**src/rtl/seq_detector_param.sv**
```systemverilog
// seq_detector_param
//   Serial pattern detector with a runtime-loadable PAT_W-bit pattern. Qualified input bits
//   shift into a history register. A detection fires when the completing sample fills the
//   history and the history matches the pattern. Detection can overlap or not, and a
//   saturating counter tracks the number of matches.
//
//   Optional feature: define SEQ_DET_MASK_EN to add pat_mask_value. The mask is latched
//   together with the pattern, and a mask bit of 0 marks that bit as don't-care.
//
// Ports
//   clk            rising-edge clock
//   reset          synchronous, active-high reset
//   in_valid       in_bit is sampled this cycle
//   in_bit         serial data bit
//   pat_load       latch pat_value (and pat_mask_value) as the new pattern
//   pat_value      new pattern; MSB is the first bit expected in time
//   pat_mask_value compare mask, only present with SEQ_DET_MASK_EN
//   overlap_en     1 = overlapping detection, 0 = non-overlapping
//   count_clr      clear match_count
//   match          one-cycle pulse, one clock after the completing sample
//   match_count    saturating detection count
//   fill_level     number of valid history bits (0..PAT_W)

module seq_detector_param #(
    parameter int unsigned      PAT_W     = 3,
    parameter logic [PAT_W-1:0] PAT_RESET = PAT_W'(3'b110),
    parameter int unsigned      CNT_W     = 8
) (
    input  logic                       clk,
    input  logic                       reset,
    input  logic                       in_valid,
    input  logic                       in_bit,
    input  logic                       pat_load,
    input  logic [PAT_W-1:0]           pat_value,
`ifdef SEQ_DET_MASK_EN
    input  logic [PAT_W-1:0]           pat_mask_value,
`endif
    input  logic                       overlap_en,
    input  logic                       count_clr,
    output logic                       match,
    output logic [CNT_W-1:0]           match_count,
    output logic [$clog2(PAT_W+1)-1:0] fill_level
);

    localparam int unsigned FillW = $clog2(PAT_W + 1);
    localparam logic [FillW-1:0] FillFull = FillW'(PAT_W);
    // The completing sample is the PAT_W-th, so PAT_W-1 bits must already be held.
    localparam logic [FillW-1:0] FillArm  = FillW'(PAT_W - 1);

    logic [PAT_W-1:0] pattern_q;
    logic [PAT_W-1:0] hist_q;
    logic [FillW-1:0] fill_q;
    logic [CNT_W-1:0] count_q;
    logic             match_q;

    logic [PAT_W-1:0] next_hist;
    logic [PAT_W-1:0] cmp_mask;
    logic             accept;
    logic             hit;
    logic             det;

`ifdef SEQ_DET_MASK_EN
    logic [PAT_W-1:0] mask_q;
    assign cmp_mask = mask_q;
`else
    assign cmp_mask = '1;
`endif

    // A pattern load has priority over a sample in the same cycle; that sample is dropped.
    assign accept    = in_valid & ~pat_load;
    assign next_hist = {hist_q[PAT_W-2:0], in_bit};
    assign hit       = ((next_hist ^ pattern_q) & cmp_mask) == '0;
    assign det       = accept && (fill_q >= FillArm) && hit;

    always_ff @(posedge clk) begin
        if (reset) begin
            pattern_q <= PAT_RESET;
            hist_q    <= '0;
            fill_q    <= '0;
            count_q   <= '0;
            match_q   <= 1'b0;
`ifdef SEQ_DET_MASK_EN
            mask_q    <= '1;
`endif
        end else begin
            match_q <= det;

            if (pat_load) begin
                pattern_q <= pat_value;
                hist_q    <= '0;
                fill_q    <= '0;
`ifdef SEQ_DET_MASK_EN
                mask_q    <= pat_mask_value;
`endif
            end else if (in_valid) begin
                hist_q <= next_hist;
                // Non-overlapping mode restarts the fill, so the next match needs PAT_W
                // fresh samples. The stale history is harmless.
                if (det && !overlap_en) begin
                    fill_q <= '0;
                end else if (fill_q != FillFull) begin
                    fill_q <= fill_q + FillW'(1);
                end
            end

            // Clear then count: a clear coinciding with a detection leaves the count at 1.
            if (count_clr) begin
                count_q <= det ? CNT_W'(1) : '0;
            end else if (det && (count_q != '1)) begin
                count_q <= count_q + CNT_W'(1);
            end
        end
    end

    assign match       = match_q;
    assign match_count = count_q;
    assign fill_level  = fill_q;

endmodule

```
**config.mk**
```make
export PLATFORM = sky130hd
export DESIGN_NAME = seq_detector_param
export DESIGN_NICKNAME = d
export VERILOG_FILES = /design/src/rtl/seq_detector_param.sv
export SDC_FILE = /design/constraint.sdc
export NUM_CORES = 1
export LEC_CHECK = 0
export ABC_AREA = 0
export ABC_CLOCK_PERIOD_IN_PS = 2600
export CORE_MARGIN = 2
export CORE_UTILIZATION = 45
export DETAILED_ROUTE_END_ITERATION = 10
export PLACE_DENSITY = 0.75
export SLEW_MARGIN = 30
export SYNTH_ARGS = -nofsm -noshare
export SYNTH_HDL_FRONTEND = slang
export SYNTH_SLANG_ARGS = --single-unit
```
**constraint.sdc**
```tcl
create_clock -name clk -period 2.6 [get_ports clk]
set_input_delay 0.52 -clock clk [delete_from_list [all_inputs] [get_ports clk]]
set_output_delay 0.52 -clock clk [all_outputs]
set_load 0.03 [all_outputs]
```
* After elaboration in Yosys (flattened, before gate mapping)
Cells that the tools add are included.
** Operators by class
- Add/subtract/negate cells :: 2
- Order comparisons :: 1
- Eq/ne operators :: 2
- Multiplexer cells :: 5
- Bitwise operators :: 3
- Reductions and logical operators :: 10
** Operator list (count)
- 8-bit 2-to-1 mux :: 2
- 8-bit by 1-bit adder with 8-bit output, second input constant :: 1
- 8-bit != test, second input constant :: 1
- 1-bit logical AND :: 4
- 2-bit 2-to-1 mux :: 2
- 2-bit nonzero test :: 2
- 3-bit zero test :: 1
- 3-bit bitwise XOR :: 1
- 2-bit by 1-bit adder with 2-bit output, second input constant :: 1
- 2-bit >= comparator, second input constant :: 1
- 2-bit != test, second input constant :: 1
- 2-bit AND reduction :: 1
- 2-bit OR reduction :: 1
- 1-bit AND :: 1
- 1-bit zero test :: 1
- 1-bit 2-to-1 mux :: 1
- 1-bit NOT :: 1
** Storage, ports and cells
- Flip-flop bits (word level) :: 16
- Input port bits :: 10
- Output and inout port bits :: 11
- Word-level logic and storage cells :: 28

* Longest topological paths before layout
Gate-level depths: netlist of the first run.
- Depth after elaboration :: 7
- Mapped depth :: 7
- Mapped depth without buffers :: 7

* Least setup slack after synthesis of the first run
Ideal clock, no wire load.
- Kind :: reg-to-reg
- Start point :: register fill_q[1], in the netlist fill_level[1]
- End point :: register count_q[7], in the netlist match_count[7]
- Setup time :: 0.070 ns
- Arrival time :: 1.767 ns
- Required time :: 2.530 ns
- Slack :: 0.763 ns
- Cell stages (with the launch flop) :: 7
- Buffers on the path :: 0
- Clock period less this slack :: 1.837 ns
- Cells stage by stage :: dfxtp_1 ha_1 nor2_1 nor3_4 nand2_2 or4b_1 a21oi_1
** On the way
- Word-level cells in the longest chain between the ends :: 5
** RTL lines
- start, declared :: RTL line 52 : logic [FillW-1:0] fill_q;
- start signal, assigned :: RTL line 102 : fill_q <= fill_q + FillW'(1);
- 2-bit >= comparator :: RTL line 73 : assign det = accept && (fill_q >= FillArm) && hit;
- 1-bit logical AND (2 in series) :: RTL line 73
- 1-bit logical AND :: RTL line 109 : end else if (det && (count_q != '1)) begin
- 2-bit nonzero test (no line)
- end signal, assigned :: RTL line 108 : count_q <= det ? CNT_W'(1) : '0;
- end signal, assigned :: RTL line 110 : count_q <= count_q + CNT_W'(1);
- end, declared :: RTL line 53 : logic [CNT_W-1:0] count_q;
No other way between the ends.
A chain may end at the register's enable or synchronous reset.

* Worst setup path in the final report of the first run
- Start point :: register count_q[2], in the netlist match_count[2]
- End point :: output match_count[2]
** RTL lines
- end, declared :: RTL line 41 : output logic [CNT_W-1:0] match_count,
No word-level cell between the ends.

==> flow_summary.json, run 1 <==
{
  "slowest_delay_ps": 720,
  "slew_headroom": 0.7463,
  "final_hold_viol_count": 0,
  "worstPathCellList": "clkdlybuf4s50_1",
  "grt_setup_unrepaired": "false",
  "async_flop_share": 0,
  "area_delta_synth_final_pct": 32.25,
  "cts.htree.levels": 1,
  "crit_buf_inv": 1,
  "required_ps": 2080,
  "yosysWarnings": 0,
  "critPathArrivalTime_ps": 1480,
  "dpl.hpwl_mm": 1.248,
  "num_vias": 725,
  "grt.overflow.total": 0,
  "synth_flop_cell": "dfxtp_1",
  "nNetsFinal": 124,
  "tns_ps": 0,
  "grt_antenna_before_repair": 0,
  "layout_common_cells": "20 x clkdlybuf4s50_1, 16 x dfxtp_1, 8 x nor2_1",
  "p_sw_mw": 0.1092,
  "synth_fp_nets": 101,
  "first_iter_violations": 15,
  "hold_depth": 1,
  "ant_nets": 0,
  "clock_latency_ps": 290,
  "hold_buffers": 0,
  "status": "finished, final reports clean",
  "grt_max_degree": 12,
  "worstSetupEndpointType": "output pin",
  "power_frac_comb": 0.109,
  "cts_buffers": 3,
  "die_w_um": 46.35,
  "clkTransAtPathRegs_ps": 90,
  "slowest_stage": "clkdlybuf4s50_1",
  "final_common_cell": "clkdlybuf4s50_1",
  "netlist_area_um2": 807.0,
  "drc": 0,
  "first_pass_iters": 5,
  "grt_pass1_vias": 638,
  "power_leakage_nw": 0.3784,
  "period_needed_ps": 2003,
  "max_freq_ghz": 0.4992,
  "skew_ps": 4.754,
  "placementRows": 15,
  "ctsLongestPathBuffers": 2,
  "post_cts_buffers": 0,
  "synth_seq_cells": 16,
  "fin_crit_sh": 0.7705,
  "antenna_cells": 0,
  "total_power_mw": 0.4719,
  "wl_per_cell_um": 11.93,
  "drv_cap": 0,
  "worstMarginPinSlew_ps": 379.4,
  "critical_path.top_delay_family": "buffers and inverters",
  "portBuffers": 20,
  "grt_pass1_wl_mm": 2.794,
  "path_max_fanout": 7,
  "clkSinkCount": 16,
  "grt_usage": 0.1863,
  "p_per_area_nw_per_um2": 442.1,
  "ir_drop_v": 0.0003323,
  "drive_gt1_frac": 0.1091,
  "r2r.worst_path.cells": 7,
  "cp.depth": 1,
  "swShare": 0.2314,
  "cts_tree": "built",
  "coreArea_um2": 1708,
  "netlist-cell-type-count": 35,
  "dieArea_um2": 2148,
  "clkPwrFrac": 0.351,
  "start_kind": "flop",
  "path_class": "reg -> out",
  "via_per_inst": 5.370,
  "initial_core_util": 0.4725,
  "pin_count": 21,
  "report.final.slew_viol_count": 0,
  "hold_class": "reg -> reg",
  "power_frac_seq": 0.539,
  "setup_viol": 0,
  "p_int_mw": 0.3627,
  "finalWeightedCongestion": 0.7419,
  "cts_root_buf": "clkbuf_4",
  "seq_area_frac_synth": 0.3969,
  "synth-edff-count": 0,
  "syn_avg_cell_area_um2": 9.171,
  "routed_wl_mm": 1.611,
  "synthCells": 88,
  "cts_resized": 0,
  "die_y_um": 46.35,
  "num-fill-cells": 157
}
-- sequential cells by signal (all words and copies together) (netlist names) --
name         flops
fill_level       2
hist_q           2
match            1
match_count      8
pattern_q        3
-- power by group through the flow --
stage,sequential [mW],clock (mW),combinational (mW)
floorplan,0.262,0,0.0270
global placement,0.260,0,0.0508
detailed placement,0.260,0,0.0519
CTS,0.255,0.170,0.0522
global route,0.255,0.183,0.0573
finish,0.254,0.166,0.0516
-- path summary, 6_finish.rpt --
kind                               start                     endpoint  slack (ps)
max          match_count[2]$_SDFFE_PP0P_               match_count[2]         600
min          match_count[6]$_SDFFE_PP0P_  match_count[6]$_SDFFE_PP0P_         510
max reg2reg   fill_level[0]$_SDFFE_PP0P_  match_count[7]$_SDFFE_PP0P_         850
min reg2reg  match_count[6]$_SDFFE_PP0P_  match_count[6]$_SDFFE_PP0P_         510
-- per-layer routing --
metal	vias up	global-route usage	part of all wire
met1	334	0.2524	0.50
met3	4	0.06275	0.060
met5	-	0	0
met4	0	0.07429	0.0099
li1	370	-	-
met2	17	0.2694	0.43
-- cell usage after synthesis, types with 2 or more instances --
library cell  instances  area, µm²
ha_1                  3      37.54
nand4_1               3      18.77
nand3_1               4      20.02
o21ai_0               6      30.03
mux2i_1               3      30.03
xor2_1                3      26.28
a21oi_1               5      25.02
nor2b_1               5      31.28
nor2_1                8      30.03
or3_1                 2      12.51
nor3_1                3      15.01
a211o_1               2      17.52
nand2_1               4      15.01
dfxtp_1              16      320.3
-- through the flow --
stage	util	worst slack [ps]	hold slack, ps	cells	cell area, µm²
floorplan	-	762.7	480.3	88	807.0
global placement	0.6037	341.2	491.0	131	1031
detailed placement	0.6037	300.1	487.2	131	1031
CTS	0.6249	590.3	505.0	135	1067
global route	0.6249	478.7	542.4	135	1067
finish	0.6249	596.7	511.9	135	1067
-- area by class of cell --
cell class,count,area [µm²],share of cell area
tap,25,31.28,0.02931
inverter,1,3.754,0.003517
sequential,16,320.3,0.3001
clock buffer,4,36.28,0.03400
timing repair buffer,21,207.7,0.1946
multi-input combinational,68,467.9,0.4385
-- kinds of logic (layout without fill, tap and decap cells) --
kind of cell,count (synthesis),in the layout,synth area share
buffers and inverters,4,26,0.02325
AOI/OAI and AO/OA,18,18,0.1411
xor gates and xnor gates,3,3,0.03256
muxes,3,3,0.03721
adders and majority gates,3,3,0.04652
and+or+nand+nor,41,41,0.3225
DFF,16,16,0.3969
Power figures use the tool's default switching activity.
==> run 2, diff against run 1 <==
--- a/config.mk
+++ b/config.mk
@@ -6,7 +6,7 @@
 export NUM_CORES = 1
 export LEC_CHECK = 0
 export ABC_AREA = 0
-export ABC_CLOCK_PERIOD_IN_PS = 2600
+export ABC_CLOCK_PERIOD_IN_PS = 2100
 export CORE_MARGIN = 2
 export CORE_UTILIZATION = 45
 export DETAILED_ROUTE_END_ITERATION = 10
==> constraint.sdc (replaced) <==
create_clock -name clk -period 2.1 [get_ports clk]
set_input_delay 0.42 -clock clk [delete_from_list [all_inputs] [get_ports clk]]
set_output_delay 0.42 -clock clk [all_outputs]
set_load 0.03 [all_outputs]
==> run 2 against run 1 <==
Effect of this change:
- clock power grew 23%
- worst hold slack lost 16 ps
- count of clock-buffer cells in the layout is the same
- worst setup slack lost 390 ps
- non-clock buffer count grew 5
- largest cell class unchanged
==> flow_summary.json, run 2 (same netlist as run 1, synthesis figures left out) <==
{
  "worstPathCellList": "clkdlybuf4s50_1",
  "pin_count": 21,
  "grt_setup_unrepaired": "false",
  "cts_resized": 0,
  "grt_max_degree": 10,
  "required_ps": 1680,
  "cts_root_buf": "clkbuf_4",
  "area_delta_synth_final_pct": 36.90,
  "path_max_fanout": 7,
  "p_per_area_nw_per_um2": 531.8,
  "status": "finished, final reports clean",
  "fin_crit_sh": 0.9012,
  "critPathArrivalTime_ps": 1470,
  "hold_buffers": 0,
  "max_freq_ghz": 0.5284,
  "clkTransAtPathRegs_ps": 90,
  "grt_pass1_vias": 651,
  "use_met1": 0.2690,
  "largest_reg_flops": 8,
  "clock_latency_ps": 290,
  "hold_class": "reg -> reg",
  "critical_path.top_delay_family": "buffers and inverters",
  "final_common_cell": "clkdlybuf4s50_1",
  "drive_gt1_frac": 0.1478,
  "routed_wl_mm": 1.726,
  "power_leakage_nw": 0.4004,
  "path_class": "reg -> out",
  "grtUsageMet3": 0.03529,
  "post_cts_buffers": 0,
  "report.final.slew_viol_count": 0,
  "first_iter_violations": 19,
  "drv_cap": 0,
  "grt.overflow.total": 0,
  "first_pass_iters": 4,
  "cts_buffers": 3,
  "drc": 0,
  "total_power_mw": 0.5875,
  "die_w_um": 46.35,
  "worstMarginPinSlew_ps": 334.2,
  "initial_core_util": 0.4725,
  "num_vias": 746,
  "grt_pass1_wl_mm": 2.829,
  "nNetsFinal": 129,
  "setup_viol": 0,
  "final_hold_viol_count": 0,
  "grt_usage": 0.1831,
  "slowest_delay_ps": 720,
  "clkSinkCount": 16,
  "cts_tree": "built",
  "ctsLongestPathBuffers": 2,
  "skew_ps": 6.699,
  "start_kind": "flop",
  "grt_antenna_before_repair": 0,
  "slew_headroom": 0.7715,
  "coreArea_um2": 1708,
  "cts.htree.levels": 1,
  "whs_ps": 495.6,
  "worstSetupEndpointType": "output pin",
  "portBuffers": 20,
  "grt_busiest_layer": "met1",
  "ir_drop_v": 0.0003901,
  "ant_nets": 0,
  "placementRows": 15,
  "wl_per_cell_um": 12.33,
  "finalWeightedCongestion": 0.7581,
  "dieArea_um2": 2148,
  "slowest_stage": "clkdlybuf4s50_1",
  "antenna_cells": 0,
  "via_per_inst": 5.329,
  "layout_common_cells": "20 x clkdlybuf4s50_1, 16 x dfxtp_1, 8 x nor2_1",
  "die_y_um": 46.35,
  "period_needed_ps": 1893,
  "use_met2": 0.2611,
  "dpl.hpwl_mm": 1.290,
  "crit_buf_inv": 1
}
==> run 2: per-stage QoR <==
stage | instance area, µm² | setup slack [ps] | cells | TNS (ps) | util
after floorplan | 807.0 | 262.7 | 88 | 0 | -
final | 1105 | 207.5 | 140 | 0 | 0.6469
after global routing | 1105 | 120.7 | 140 | 0 | 0.6469
after CTS | 1105 | 197.6 | 140 | 0 | 0.6469
after detailed placement | 1069 | -32.96 | 136 | -32.96 | 0.6256
after global placement | 1069 | 42.68 | 136 | 0 | 0.6256
==> run 2: path summary, 6_finish.rpt <==
path | from | to | slack [ps] | depth (start not counted)
worst max-delay path | match_count[2]$_SDFFE_PP0P_ | match_count[2] | 210 | 1
worst max register to register | fill_level[0]$_SDFFE_PP0P_ | match_count[5]$_SDFFE_PP0P_ | 360 | 7
worst min-delay path | match_count[6]$_SDFFE_PP0P_ | match_count[6]$_SDFFE_PP0P_ | 500 | 1
worst min register to register | match_count[6]$_SDFFE_PP0P_ | match_count[6]$_SDFFE_PP0P_ | 500 | 1
==> run 2: layout make-up <==
type,instances,area (µm²)
Tap cell,25,31.28
Clock buffer,4,36.28
Inverter,1,3.754
Sequential cell,16,320.3
Fill cell,140,603.1
Timing Repair Buffer,26,245.2
Multi-Input combinational cell,68,467.9
==> run 2: power by group <==
group	switching, mW	internal (mW)	leakage, nW
clock network	0.0993	0.106	0.0210
registers	0.00575	0.310	0.130
logic	0.0311	0.0361	0.249
==> run 2: metal layers <==
metal	wire length (µm)	share of wire
met1	848	0.49
met3	69	0.040
met4	13	0.0075
met5	0	0
met2	794	0.46
